### src/rtl/fifo_ctrl_if.sv
// Handshake and status bundle between the FIFO user logic and fifo_ctrl.
// The master side issues wr/rd requests. The slave side (the controller)
// returns the RAM controls and the occupancy flags.
// Optional signals: almost_full/almost_empty, present when
// FIFO_CTRL_ALMOST_EN is defined.
interface fifo_ctrl_if #(
    parameter int ADDR_WIDTH = 4
);
    logic                  wr;
    logic                  rd;
    logic                  we;
    logic [ADDR_WIDTH-1:0] w_addr;
    logic [ADDR_WIDTH-1:0] r_addr;
    logic                  full;
    logic                  empty;
    logic [ADDR_WIDTH:0]   count;
    logic                  overflow;
    logic                  underflow;
`ifdef FIFO_CTRL_ALMOST_EN
    logic                  almost_full;
    logic                  almost_empty;

    modport master (
        output wr, rd,
        input  we, w_addr, r_addr, full, empty, count, overflow, underflow,
               almost_full, almost_empty
    );

    modport slave (
        input  wr, rd,
        output we, w_addr, r_addr, full, empty, count, overflow, underflow,
               almost_full, almost_empty
    );
`else
    modport master (
        output wr, rd,
        input  we, w_addr, r_addr, full, empty, count, overflow, underflow
    );

    modport slave (
        input  wr, rd,
        output we, w_addr, r_addr, full, empty, count, overflow, underflow
    );
`endif
endinterface

### src/rtl/fifo_ctrl.sv
// Pointer and flag controller for a synchronous FIFO built on a two-port RAM.
// The RAM has a registered write and a combinational read.
// The depth need not be a power of two: the pointers wrap at DEPTH-1.
// full/empty are decoded from the registered occupancy count, not from
// pointer equality.
// Optional feature: FIFO_CTRL_ALMOST_EN adds registered almost_full and
// almost_empty flags.
module fifo_ctrl #(
    parameter int ADDR_WIDTH      = 4,
    parameter int DEPTH           = 13,
    parameter int ALMOST_FULL_TH  = 11,
    parameter int ALMOST_EMPTY_TH = 2
) (
    input  logic        clk,
    input  logic        rst_n,
    fifo_ctrl_if.slave  bus
);

    localparam logic [ADDR_WIDTH-1:0] LAST_ADDR = ADDR_WIDTH'(DEPTH - 1);
    localparam logic [ADDR_WIDTH:0]   DEPTH_CNT = (ADDR_WIDTH + 1)'(DEPTH);

    logic [ADDR_WIDTH-1:0] w_addr_q, w_addr_d;
    logic [ADDR_WIDTH-1:0] r_addr_q, r_addr_d;
    logic [ADDR_WIDTH:0]   count_q, count_d;
    logic                  full_q, full_d;
    logic                  empty_q, empty_d;
    logic                  overflow_q, overflow_d;
    logic                  underflow_q, underflow_d;
    logic                  rd_ok;
    logic                  wr_ok;

    // A write into a full FIFO is accepted only when a read frees a slot in
    // the same cycle.
    assign rd_ok = bus.rd & ~empty_q;
    assign wr_ok = bus.wr & (~full_q | rd_ok);

    // Next-state for the pointers, count, decoded flags and error pulses.
    always_comb begin
        w_addr_d    = w_addr_q;
        r_addr_d    = r_addr_q;
        count_d     = count_q;

        if (wr_ok) begin
            w_addr_d = (w_addr_q == LAST_ADDR) ? '0 : w_addr_q + 1'b1;
        end
        if (rd_ok) begin
            r_addr_d = (r_addr_q == LAST_ADDR) ? '0 : r_addr_q + 1'b1;
        end

        unique case ({wr_ok, rd_ok})
            2'b10:   count_d = count_q + 1'b1;
            2'b01:   count_d = count_q - 1'b1;
            default: count_d = count_q;
        endcase

        full_d      = (count_d == DEPTH_CNT);
        empty_d     = (count_d == '0);
        overflow_d  = bus.wr & ~wr_ok;
        underflow_d = bus.rd & ~rd_ok;
    end

    // State registers; reset leaves the FIFO empty with both pointers at 0.
    always_ff @(posedge clk or negedge rst_n) begin
        if (!rst_n) begin
            w_addr_q    <= '0;
            r_addr_q    <= '0;
            count_q     <= '0;
            full_q      <= 1'b0;
            empty_q     <= 1'b1;
            overflow_q  <= 1'b0;
            underflow_q <= 1'b0;
        end else begin
            w_addr_q    <= w_addr_d;
            r_addr_q    <= r_addr_d;
            count_q     <= count_d;
            full_q      <= full_d;
            empty_q     <= empty_d;
            overflow_q  <= overflow_d;
            underflow_q <= underflow_d;
        end
    end

    assign bus.we        = wr_ok;
    assign bus.w_addr    = w_addr_q;
    assign bus.r_addr    = r_addr_q;
    assign bus.count     = count_q;
    assign bus.full      = full_q;
    assign bus.empty     = empty_q;
    assign bus.overflow  = overflow_q;
    assign bus.underflow = underflow_q;

`ifdef FIFO_CTRL_ALMOST_EN
    localparam logic [ADDR_WIDTH:0] AF_CNT = (ADDR_WIDTH + 1)'(ALMOST_FULL_TH);
    localparam logic [ADDR_WIDTH:0] AE_CNT = (ADDR_WIDTH + 1)'(ALMOST_EMPTY_TH);

    logic almost_full_q;
    logic almost_empty_q;

    // Threshold flags registered alongside count so they line up with it.
    always_ff @(posedge clk or negedge rst_n) begin
        if (!rst_n) begin
            almost_full_q  <= 1'b0;
            almost_empty_q <= 1'b1;
        end else begin
            almost_full_q  <= (count_d >= AF_CNT);
            almost_empty_q <= (count_d <= AE_CNT);
        end
    end

    assign bus.almost_full  = almost_full_q;
    assign bus.almost_empty = almost_empty_q;
`endif

endmodule

### src/flat_wrapper.sv
// flat-port wrapper written by rule: the top's interface ports become plain ports
module fifo_ctrl_flat 
#(
    parameter int ADDR_WIDTH      = 4,
    parameter int DEPTH           = 13,
    parameter int ALMOST_FULL_TH  = 11,
    parameter int ALMOST_EMPTY_TH = 2
)
  (clk, rst_n, bus_wr, bus_rd, bus_we, bus_w_addr, bus_r_addr, bus_full, bus_empty, bus_count, bus_overflow, bus_underflow);
  fifo_ctrl_if #(.ADDR_WIDTH(ADDR_WIDTH)) bus_i ();
  input  logic clk;
  input  logic rst_n;
  input wire logic [$bits(bus_i.wr)-1:0] bus_wr;
  input wire logic [$bits(bus_i.rd)-1:0] bus_rd;
  output wire logic [$bits(bus_i.we)-1:0] bus_we;
  output wire logic [$bits(bus_i.w_addr)-1:0] bus_w_addr;
  output wire logic [$bits(bus_i.r_addr)-1:0] bus_r_addr;
  output wire logic [$bits(bus_i.full)-1:0] bus_full;
  output wire logic [$bits(bus_i.empty)-1:0] bus_empty;
  output wire logic [$bits(bus_i.count)-1:0] bus_count;
  output wire logic [$bits(bus_i.overflow)-1:0] bus_overflow;
  output wire logic [$bits(bus_i.underflow)-1:0] bus_underflow;
  assign bus_i.wr = bus_wr;
  assign bus_i.rd = bus_rd;
  assign bus_we = bus_i.we;
  assign bus_w_addr = bus_i.w_addr;
  assign bus_r_addr = bus_i.r_addr;
  assign bus_full = bus_i.full;
  assign bus_empty = bus_i.empty;
  assign bus_count = bus_i.count;
  assign bus_overflow = bus_i.overflow;
  assign bus_underflow = bus_i.underflow;
  fifo_ctrl #(.ADDR_WIDTH(ADDR_WIDTH), .DEPTH(DEPTH), .ALMOST_FULL_TH(ALMOST_FULL_TH), .ALMOST_EMPTY_TH(ALMOST_EMPTY_TH)) u_core (.clk(clk), .rst_n(rst_n), .bus(bus_i));
endmodule
### config.mk
export PLATFORM = sky130hd
export DESIGN_NAME = fifo_ctrl_flat
export DESIGN_NICKNAME = d
export VERILOG_FILES = /design/src/rtl/fifo_ctrl_if.sv /design/src/rtl/fifo_ctrl.sv /design/src/flat_wrapper.sv
export SDC_FILE = /design/constraint.sdc
export NUM_CORES = 1
export LEC_CHECK = 0
export BUFFER_PORTS_ARGS = -buffer_cell sky130_fd_sc_hd__buf_2
export CORE_MARGIN = 2
export CORE_UTILIZATION = 40
export CTS_CLUSTER_SIZE = 30
export DETAILED_ROUTE_END_ITERATION = 10
export PLACE_DENSITY = 0.73
export SLEW_MARGIN = 20
export SYNTH_ARGS = -nofsm -noshare
export SYNTH_HDL_FRONTEND = slang
export SYNTH_SLANG_ARGS = --single-unit
### constraint.sdc
create_clock -name clk -period 5 [get_ports clk]
set_input_delay 0.5 -clock clk [delete_from_list [all_inputs] [get_ports clk]]
set_output_delay 0.5 -clock clk [all_outputs]
set_load 0.01 [all_outputs]
* After elaboration in Yosys (flattened, before gate mapping) *
Cells that the tools add are included.

word-level totals
  word-level logic and storage cells = 29
  bits in registers = 17
  output and inout bits = 18

cells by class
  eq/ne operators = 5
  bitwise operators = 9
  mux-type cells = 3
  add/sub/neg operators = 4
  reductions and logical operators = 1

operator list
  operator                                             number
  case mux 5 bit (2 select lines)                      1
  adder 4 x 1 -> 4 bit, second input constant          2
  equality test 4 bit, second input constant           2
  two-way mux 4 bit                                    2
  adder 5 x 1 -> 5 bit, second input constant          1
  equality test 5 x 4 -> 1 bit, second input constant  1
  logical NOT 5 bit                                    1
  subtractor 5 x 1 -> 5 bit, second input constant     1
  bitwise AND 1 bit                                    4
  inverter 1 bit                                       4
  equality test 2 x 1 -> 1 bit, second input constant  1
  equality test 2 bit, second input constant           1
  OR 1 bit                                             1

* Logic depth before layout (Yosys ltp) *
Gate-level depths: netlist of run 1.

  depth after elaboration = 7
  mapped depth = 12

* Worst setup path after synthesis of run 1 *
OpenSTA, ideal clock, no wires.

  path kind = register -> register
  start point = register u_core.empty_q, in the netlist u_core.bus.empty
  end point = register u_core.empty_q, in the netlist u_core.bus.empty
  buffers on the path = 1
  data required time = 4,904 ps
  stages on the path, launching flop included = 13
  arrival = 2,480 ps
  library setup time = 96 ps
  slack = 2,424 ps
  clock period less this slack = 2,576 ps
  path through = dfstp_2 > nand2b_1 > nand2_1 > nand2_1 > ha_1 > buf_4 > xor2_1 > ha_1 > a21boi_0 > o32ai_1 > nor4b_2 > xnor2_1 > nor4_1

on the way
  longest elaborated chain between the ends = 7
  elaborated cells on any way between the ends = 8
  those cells by class = eq/ne: 2; mux: 1; bitwise: 4; reduce/logical: 1

ends and longest elaborated chain
  item                                                                        RTL line         RTL
  from (decl)                                                                 fifo_ctrl.sv:26  logic empty_q, empty_d;
  from (signal assigned)                                                      fifo_ctrl.sv:77  empty_q <= empty_d;
  inverter 1 bit (*)                                                          fifo_ctrl.sv:34  assign rd_ok = bus.rd & ~empty_q;
  bitwise AND 1 bit (*)                                                       fifo_ctrl.sv:34
  OR 1 bit                                                                    fifo_ctrl.sv:35  assign wr_ok = bus.wr & (~full_q | rd_ok);
  bitwise AND 1 bit                                                           fifo_ctrl.sv:35
  equality test 2 x 1 -> 1 bit / equality test 2 bit (equally long branches)  fifo_ctrl.sv:50  unique case ({wr_ok, rd_ok})
  case mux 5 bit (2 select lines) (*)                                         fifo_ctrl.sv:50
  via u_core.count_d[4]                                                       fifo_ctrl.sv:24  logic [ADDR_WIDTH:0] count_q, count_d;
  logical NOT 5 bit (*)                                                       fifo_ctrl.sv:57  empty_d = (count_d == '0);
  via u_core.empty_d                                                          fifo_ctrl.sv:26

The timed path passes the listed nets; every way through them passes the cells marked *.
A chain may end at the register's enable or synchronous reset.

* Final worst setup path of run 1 *
Ends and elaborated chain as after synthesis.

==> results of run 1 <==
[path summary, 6_finish.rpt]
kind                                   endpoint  slack, ns  cells past startpoint
min reg2reg                u_core.bus.w_addr[3]       0.53                      1
max in group asynchronous      u_core.bus.empty       4.57                      1
max reg2reg                    u_core.bus.empty       2.06                     11
min                        u_core.bus.w_addr[3]       0.12                      1
max                            u_core.bus.empty       2.06                     11
min in group clk           u_core.bus.underflow       0.44                      2
[critical path: stages, from the launching register on]
cell      delay, ns
dfstp_2        0.54
nand2b_1       0.16
nand2_1        0.07
nand2_1        0.12
ha_1           0.41
xor2_1         0.18
ha_1           0.22
a21boi_0       0.20
o32ai_1        0.13
nor4b_2        0.33
xnor2_1        0.17
nor4_1         0.31
[synthesized netlist by cell type, drive strengths merged (2+ instances only)]
library cell and instances:
a21oi 5, buf 2, dfrtp 16, ha 8
inv 8, nand2 9, nand2b 4, nand3 4
nor4 2, nor4b 3, o21ai 13, o41ai 2
xnor2 2, xor2 3
[registers in the layout, summed over array words and instances (netlist names)]
| register | cells |
|---|---|
| u_core.bus.underflow | 1 |
| u_core.bus.full | 1 |
| u_core.bus.empty | 1 |
| u_core.bus.count | 5 |
| u_core.bus.r_addr | 4 |
| u_core.bus.overflow | 1 |
| u_core.bus.w_addr | 4 |
[layer usage]
metal | global-route usage [%] | vias up
li1 | - | 395
met1 | 16.1 | 371
met2 | 25.3 | 16
met3 | 6.21 | 0
met4 | 2.99 | 0
met5 | 0 | -
[final cells by class]
cell class,count,area [um^2]
inverters,8,30.0
multi-input cells,70,504
clock buffers,4,26.3
fillers,228,1130
repair buffers,21,105
flip-flops and latches,17,427
well taps,28,35.0
[stage by stage]
stage / total power (uW) / hold WS, ns
6_report: 707 / 0.117
2_1_floorplan: 522 / 0.204
5_1_grt: 777 / 0.127
3_5_place_dp: 643 / 0.449
3_3_place_gp: 624 / 0.442
4_1_cts: 716 / 0.130
[logic make-up (layout without fill, tap and decap cells)]
| group | count (synthesis) | in the layout | share of synthesized area [%] |
|---|---|---|---|
| simple gates | 31 | 31 | 20.4 |
| compound gates | 24 | 24 | 14.4 |
| flops | 17 | 17 | 43.8 |
| buf+inv | 10 | 33 | 4.37 |
| fa+ha+maj | 8 | 8 | 10.3 |
| xor+xnor | 5 | 5 | 4.50 |
| mux | 2 | 2 | 2.19 |
[power groups by stage]
stage,Sequential (uW),Combinational [uW],Clock [uW]
6_report,263,374,70.6
5_1_grt,272,424,81.2
4_1_cts,263,379,74.2
3_5_place_dp,266,377,0
3_3_place_gp,262,361,0
2_1_floorplan,284,238,0
==> impl_metrics.csv, run 1 <==
group,metric,value,unit
run_status,outcome,"complete, no violations",
hold_path,min_path_type,"in -> async",
timing,finalSetupTns,0,ns
clock_tree,cts_resized,0,
global_routing,grt_pass1_vias,709,
power_and_ir_drop,p_sw_share,44.2,%
clock_tree,hold_buffers,0,
logic_synthesis,ys_seq_area_share,43.8,%
logic_synthesis,synth.top_cell.area_share,41.1,%
timing,fin_worst_skew,0.00178,ns
logic_synthesis,syn_area_per_cell,10.0,um^2
floorplanning,coreArea,0.00225,mm^2
cells_and_area,n_antenna_cell,0,
placement,place_ws,1.99,ns
clock_tree,cts_tree,"done",
timing,rsz0062_at_grt,"no",
logic_synthesis,synth_cell_type_count,32,
logic_synthesis,syn_inst,97,
detailed_routing,drt_first_pass_iters,4,
power_and_ir_drop,p_leak,0.000545,uW
logic_synthesis,yosysTopAreaCell,"dfrtp_1",
power_and_ir_drop,vdd_drop_max,358,uV
detailed_routing,wirelength,1.83,mm
worst_setup_path,cp-end-kind,"register",
detailed_routing,antenna_left,0,
clock_tree,insertion_delay,0.28,ns
cells_and_area,final_common_cell,"buf_2",
detailed_routing,wl_met2,970,um
clock_tree,clock-sinks,17,
logic_synthesis,ys_seq_elements,17,
floorplanning,fp-row-count,17,
logic_synthesis,yosys_warnings,0,
global_routing,grt_overflow_total,0,
placement,dp_hpwl,1.43,mm
timing,hold_viol_final,0,
detailed_routing,vias,782,
global_routing,grt_use_total,14.5,%
clock_tree,cts-root-buf,"clkbuf_4",
detailed_routing,route.detailed.drc,0,
global_routing,grt_pass1_wl,2.95,mm
timing,final-max-slew-violation-count,0,
power_and_ir_drop,pwr-share-seq,37.1,%
worst_setup_path,cp_max_fo,14,
detailed_routing,wire_per_inst,12.4,um
power_and_ir_drop,p_per_area,628,mW/mm^2
cells_and_area,final_core_util,50.0,%
logic_synthesis,synthTopCellsByArea,"dfrtp_1 (41%), ha_1 (10%), o21ai_0 (6.7%), nand2_1 (3.5%), inv_1 (3.1%)",
worst_setup_path,cp-startpoint,"u_core.bus.empty",
clock_tree,postCtsSetupBuffers,0,
clock_tree,cts_made_buffers,3,
global_routing,antenna_found_initial,0,
worst_setup_path,start_kind,"register",
worst_setup_path,reg2reg_from,"u_core.bus.empty",
clock_tree,cts_max_path_buffers,2,
placement,placed_cells,144,
power_and_ir_drop,pwr-share-clk,10.0,%
timing,layout_setup_ws,2.06,ns
floorplanning,dieArea,0.00284,mm^2
cells_and_area,final_cell_area,0.00113,mm^2
timing,max_slew_margin,73.8,%
power_and_ir_drop,combPwrFrac,52.9,%
timing,setup_violations,0,
timing,fmax,0.340,GHz
placement,routabilityCongestion,0.794,
logic_synthesis,async_flop_share,100,%
cells_and_area,final_cells,148,
floorplanning,start_util,43.2,%
detailed_routing,top_layer,"met3",
power_and_ir_drop,p_int,394,uW
cells_and_area,layout_common_cells,"buf_2 (21), dfrtp_1 (16), o21ai_0 (13)",
logic_synthesis,synth_edf_count,0,
logic_synthesis,yosys_most_used_dff,"dfrtp_1",
logic_synthesis,syn_area,973,um^2
cells_and_area,drive_gt1_share,25.8,%
cells_and_area,finalNetCount,133,
global_routing,grt_max_degree,18,
detailed_routing,wl_met1,788,um
worst_setup_path,crit_required,5.19,ns
worst_setup_path,arrival,3.12,ns
clock_tree,clk_pin_slew_worst_paths,0.09,ns
detailed_routing,routed-wl-met3,73,um
detailed_routing,initialDrtViolationCount,14,
floorplanning,fp.dieW,53.3,um
worst_setup_path,path_class,"reg -> reg",
logic_synthesis,synth_nets,109,
flow_run,max-cap-violations,0,
floorplanning,die_y,53.3,um
timing,period_minus_slack,2.94,ns
placement,placed_area,0.00110,mm^2
timing,worst_pin_slew,0.394,ns
floorplanning,top_level_ports,22,
power_and_ir_drop,power.switching,313,uW
cells_and_area,area_delta_synth_final,15.8,%
clock_tree,htreeDepth,1,
detailed_routing,viasPerCell,5.28,
placement,io_buffer_count,21,
timing,period_share,58.8,%
Power figures use the tool's default switching activity.
==> run 2, diff against run 1 <==
Settings changed: PLACE_DENSITY 0.73 to 0.75.
Clock period 5 ns to 2.4 ns, I/O delays scaled along.
==> run 2 against run 1 <==
Against the previous run: the flow now finishes with violations (negative setup slack); combinational power rose to 3.1 times the previous value; power rose to 2.7 times the previous value; sequential cell count is the same; die area is the same; critical path type unchanged; highest routed layer is now met4.
==> impl_metrics.csv, run 2 (synthesized netlist as in run 1, its figures left out) <==
group,metric,value,unit
power_and_ir_drop,vdd_drop_max,857,uV
timing,hold_viol_final,0,
worst_setup_path,cp_top_family,"flip-flops",
global_routing,grt_max_degree,18,
hold_path,min_path_type,"in -> reg",
placement,dp_hpwl,1.57,mm
worst_setup_path,crit_top_cell,"xor2_1",
timing,rsz0062_at_grt,"yes",
cells_and_area,largest_reg_flops,5,
cells_and_area,fill_cells,201,
worst_setup_path,critical_path.slowest_cell,"dfstp_2",
floorplanning,start_util,43.2,%
detailed_routing,wire_per_inst,14.6,um
floorplanning,top_level_ports,22,
timing,whs,0.209,ns
clock_tree,cts_max_path_buffers,2,
detailed_routing,drt_first_pass_iters,4,
cells_and_area,final_cell_area,0.00138,mm^2
timing,period_minus_slack,2.57,ns
global_routing,grt_pass1_wl,3.66,mm
detailed_routing,route.detailed.drc,0,
cells_and_area,final_common_cell,"buf_2",
clock_tree,insertion_delay,0.29,ns
cells_and_area,drive_gt1_share,45.6,%
floorplanning,fp.dieW,53.3,um
cells_and_area,area_delta_synth_final,41.3,%
timing,fmax,0.390,GHz
power_and_ir_drop,p_leak,0.000659,uW
run_status,violations,"negative setup slack",
clock_tree,cts_made_buffers,3,
timing,max_slew_margin,74.3,%
global_routing,grt_use_total,17.6,%
cells_and_area,n_antenna_cell,0,
worst_setup_path,crit_buf_inv,2,
timing,period_share,107,%
placement,io_buffer_count,21,
floorplanning,coreArea,0.00225,mm^2
timing,final-max-slew-violation-count,0,
detailed_routing,viasPerCell,5.38,
power_and_ir_drop,total_power,1900,uW
placement,place_ws,-0.103,ns
detailed_routing,initialDrtViolationCount,11,
timing,finalSetupTns,-0.347,ns
clock_tree,cts-root-buf,"clkbuf_4",
floorplanning,die_y,53.3,um
clock_tree,clock-sinks,17,
clock_tree,clk_pin_slew_worst_paths,0.10,ns
timing,setup_violations,4,
worst_setup_path,cp_max_fo,5,
worst_setup_path,start_kind,"register",
worst_setup_path,path_cells,"nand2b_4 > inv_2 > ha_4 > xor2_1 > ha_2 > buf_4 > a21oi_4 > mux2i_1 > xor2_1 > nand2b_1 > nor4_2",
worst_setup_path,cp_slowest_stage_delay,0.54,ns
global_routing,grt_overflow_total,0,
floorplanning,fp-row-count,17,
global_routing,grt_pass1_vias,855,
detailed_routing,vias,883,
global_routing,antenna_found_initial,0,
worst_setup_path,crit_required,2.60,ns
cells_and_area,finalNetCount,149,
detailed_routing,wirelength,2.39,mm
floorplanning,dieArea,0.00284,mm^2
placement,routabilityCongestion,0.811,
cells_and_area,layout_common_cells,"buf_2 (21), dfrtp_1 (16), buf_4 (15)",
worst_setup_path,path_class,"reg -> reg",
run_status,outcome,"complete, but fails checks",
clock_tree,cts_tree,"done",
clock_tree,htreeDepth,1,
detailed_routing,antenna_left,0,
worst_setup_path,arrival,2.77,ns
flow_run,max-cap-violations,0,
timing,layout_setup_ws,-0.165,ns
timing,worst_pin_slew,0.385,ns
placement,placed_area,0.00117,mm^2
worst_setup_path,cp-end-kind,"register",
timing,fin_worst_skew,0.00410,ns
power_and_ir_drop,p_per_area,1380,mW/mm^2
[run 2: final timing paths]
check	startpoint	to	slack [ns]	cells past startpoint
min in group asynchronous	rst_n	u_core.bus.w_addr[2]	0.39	2
worst max-delay path	u_core.bus.empty	u_core.bus.empty	-0.17	11
worst max register to register	u_core.bus.empty	u_core.bus.empty	-0.17	11
max in group asynchronous	rst_n	u_core.bus.empty	1.70	2
worst min-delay path	bus_rd	u_core.bus.underflow	0.21	2
worst min register to register	u_core.bus.w_addr[2]	u_core.bus.w_addr[2]	0.54	1
[run 2: routing by layer]
layer	wire, um	track usage [%]	part of all wire, %	vias to the layer above
li1	-	-	-	422
met1	1020	21.1	43	425
met2	1220	31.1	51	30
met3	100	1.98	4.2	6
met4	42	7.69	1.8	0
met5	0	0	0	-
[run 2: cell type report]
| class | count | area, um^2 | share of cell area [%] |
|---|---|---|---|
| timing repair buffer | 37 | 228 | 16.6 |
| inverter | 8 | 30.0 | 2.18 |
| sequential | 17 | 427 | 31.0 |
| tap | 28 | 35.0 | 2.55 |
| clock buffer | 3 | 22.5 | 1.64 |
| multi-input combinational | 70 | 628 | 45.7 |
| clock inverter | 1 | 5.00 | 0.364 |
[run 2: power breakdown]
| part | switching [uW] | leakage (uW) | total [uW] | internal, uW |
|---|---|---|---|---|
| clock network | 95.7 | 0.0000177 | 158 | 61.9 |
| registers | 160 | 0.000210 | 574 | 414 |
| logic | 584 | 0.000431 | 1160 | 580 |
| total | 840 | 0.000659 | 1900 | 1060 |
[run 2: stage by stage]
step / std cells / util (%)
floorplan: 97 / -
detailed placement: 149 / 52.0
global placement: 149 / 52.0
CTS: 161 / 56.6
finish: 164 / 61.0
global route: 164 / 61.0
[run 2: what timing repair did]
item	4_1_cts	5_1_grt
resized for setup	4	14
hold buffers	1	0
buffers inserted	7	3
pin swaps	8	7
endpoints found under the setup margin	2	4
hold endpoints to repair	16	0
==> run 3, diff against run 2 <==
Settings changed: CORE_UTILIZATION 40 to 47, PLACE_DENSITY 0.75 to 0.85.
==> run 3 against run 2 <==
Against the previous run: the flow still finishes with violations (negative setup slack); via count down 8.3%; critical endpoint is now u_core.bus.full; die area down 14%; sequential share of layout area up 3.3 points.
==> impl_metrics.csv, run 3 (synthesized netlist as in run 1, its figures left out) <==
group,metric,value,unit
run_status,outcome,"complete, but fails checks",
run_status,violations,"negative setup slack",
global_routing,antenna_found_initial,0,
worst_setup_path,start_kind,"register",
timing,fin_worst_skew,0.00399,ns
timing,layout_setup_ws,-0.0750,ns
cells_and_area,n_antenna_cell,0,
clock_tree,clk_pin_slew_worst_paths,0.11,ns
worst_setup_path,critical_path.slowest_cell,"dfstp_2",
detailed_routing,vias,810,
cells_and_area,finalNetCount,139,
cells_and_area,area_delta_synth_final,27.8,%
power_and_ir_drop,pwr-share-clk,9.9,%
worst_setup_path,crit_buf_inv,0,
global_routing,grt_max_degree,18,
floorplanning,dieArea,0.00245,mm^2
detailed_routing,wire_per_inst,13.3,um
cells_and_area,final_cell_area,0.00124,mm^2
detailed_routing,drt_first_pass_iters,4,
clock_tree,insertion_delay,0.29,ns
placement,routabilityCongestion,0.872,
global_routing,grt_pass1_vias,773,
clock_tree,cts_max_path_buffers,2,
worst_setup_path,cp-end-kind,"register",
detailed_routing,route.detailed.drc,0,
worst_setup_path,cp_slowest_stage_delay,0.55,ns
power_and_ir_drop,total_power,1610,uW
floorplanning,top_level_ports,22,
timing,setup_violations,2,
detailed_routing,antenna_left,0,
power_and_ir_drop,power.switching,718,uW
placement,placed_area,0.00116,mm^2
detailed_routing,top_layer,"met4",
detailed_routing,initialDrtViolationCount,13,
floorplanning,fp-row-count,16,
worst_setup_path,cp_max_fo,4,
worst_setup_path,cp_top_family,"simple AND/OR/NAND/NOR gates",
worst_setup_path,path_cells,"nand2b_4 > nand2_2 > nand2_2 > ha_4 > xor2_2 > ha_2 > a21boi_4 > o32ai_2 > nor4b_2 > xnor2_1 > nor4b_2",
clock_tree,clock-sinks,17,
clock_tree,cts_made_buffers,3,
cells_and_area,largest_reg_flops,5,
cells_and_area,drive_gt1_share,38.1,%
timing,finalSetupTns,-0.116,ns
cells_and_area,final_common_cell,"buf_2",
power_and_ir_drop,p_leak,0.000588,uW
hold_path,min_path_type,"in -> reg",
placement,dp_hpwl,1.49,mm
timing,period_share,103,%
placement,io_buffer_count,21,
global_routing,grt_overflow_total,0,
timing,max_slew_margin,72.1,%
global_routing,grt_pass1_wl,3.40,mm
timing,fmax,0.404,GHz
clock_tree,htreeDepth,1,
clock_tree,cts-root-buf,"clkbuf_4",
detailed_routing,wirelength,2.04,mm
cells_and_area,layout_common_cells,"buf_2 (21), dfrtp_1 (16), o21ai_0 (13)",
detailed_routing,wl_met1,911,um
flow_run,max-cap-violations,0,
timing,final-max-slew-violation-count,0,
floorplanning,start_util,49.6,%
floorplanning,die_y,49.5,um
detailed_routing,viasPerCell,5.29,
timing,hold_viol_final,0,
worst_setup_path,path_class,"reg -> reg",
placement,place_ws,-0.0903,ns
power_and_ir_drop,combPwrFrac,55.0,%
clock_tree,cts_tree,"done",
power_and_ir_drop,vdd_drop_max,891,uV
power_and_ir_drop,p_per_area,1290,mW/mm^2
worst_setup_path,crit_required,2.61,ns
floorplanning,fp.dieW,49.5,um
global_routing,grt_use_total,18.1,%
power_and_ir_drop,p_sw_share,44.7,%
cells_and_area,fill_cells,182,
detailed_routing,wl_met2,1.03,mm
worst_setup_path,arrival,2.69,ns
timing,rsz0062_at_grt,"yes",
timing,worst_pin_slew,0.414,ns
power_and_ir_drop,pwr-share-seq,35.1,%
power_and_ir_drop,p_int,888,uW
detailed_routing,routed-wl-met3,60,um
timing,period_minus_slack,2.47,ns
floorplanning,coreArea,0.00196,mm^2
## run 3: cell count changes in the layout (fill, tap and decap cells not counted), sizes merged
cell  before  now
buf       36   26
## run 3: path summary, 6_finish.rpt
| path | slack, ns | cells after the start | end | start |
|---|---|---|---|---|
| setup / recovery | -0.07 | 11 | u_core.bus.full | u_core.bus.empty |
| hold / removal | 0.21 | 2 | u_core.bus.underflow | bus_rd |
| setup reg to reg | -0.07 | 11 | u_core.bus.full | u_core.bus.empty |
| hold reg to reg | 0.54 | 1 | u_core.bus.count[4] | u_core.bus.count[4] |
| max in group asynchronous | 1.71 | 2 | u_core.bus.empty | rst_n |
| min in group asynchronous | 0.39 | 2 | u_core.bus.r_addr[2] | rst_n |
## run 3: timing repair
item,in CTS,in global routing
hold buffers,1,0
cloned,0,0
hold endpoints to repair,16,0
buffers inserted,2,0
pin swaps,6,0
endpoints found under the setup margin,2,3
gates resized for setup,2,4
## run 3: layout make-up
cell class,count,area [um^2],area share (%)
Timing Repair Buffer,27,153,12.3
Sequential cell,17,427,34.3
Clock inverter,1,5.00,0.402
Clock buffer,3,22.5,1.81
Inverter,8,30.0,2.41
Tap cell,27,33.8,2.72
Multi-Input combinational cell,70,573,46.1
## run 3: power groups by stage
stage | Clock, uW | Sequential, uW | Combinational [uW]
final | 159 | 564 | 883
after global routing | 174 | 592 | 979
after CTS | 159 | 560 | 857
after detailed placement | 0 | 563 | 828
after global placement | 0 | 551 | 788
after floorplan | 0 | 597 | 522
## run 3: per-layer routing
metal / global-route usage, % / vias to the layer above
met3: 2.73 / 4
met2: 32.7 / 16
met1: 21.7 / 390
li1: - / 400
met5: 0 / -
met4: 6.94 / 0
## run 3: metrics by stage
stage | util, % | hold slack, ns | instances
floorplan | - | -0.0556 | 97
global placement | 58.9 | 0.172 | 146
detailed placement | 58.9 | 0.177 | 146
CTS | 62.2 | 0.208 | 153
global route | 63.4 | 0.228 | 153
finish | 63.4 | 0.207 | 153
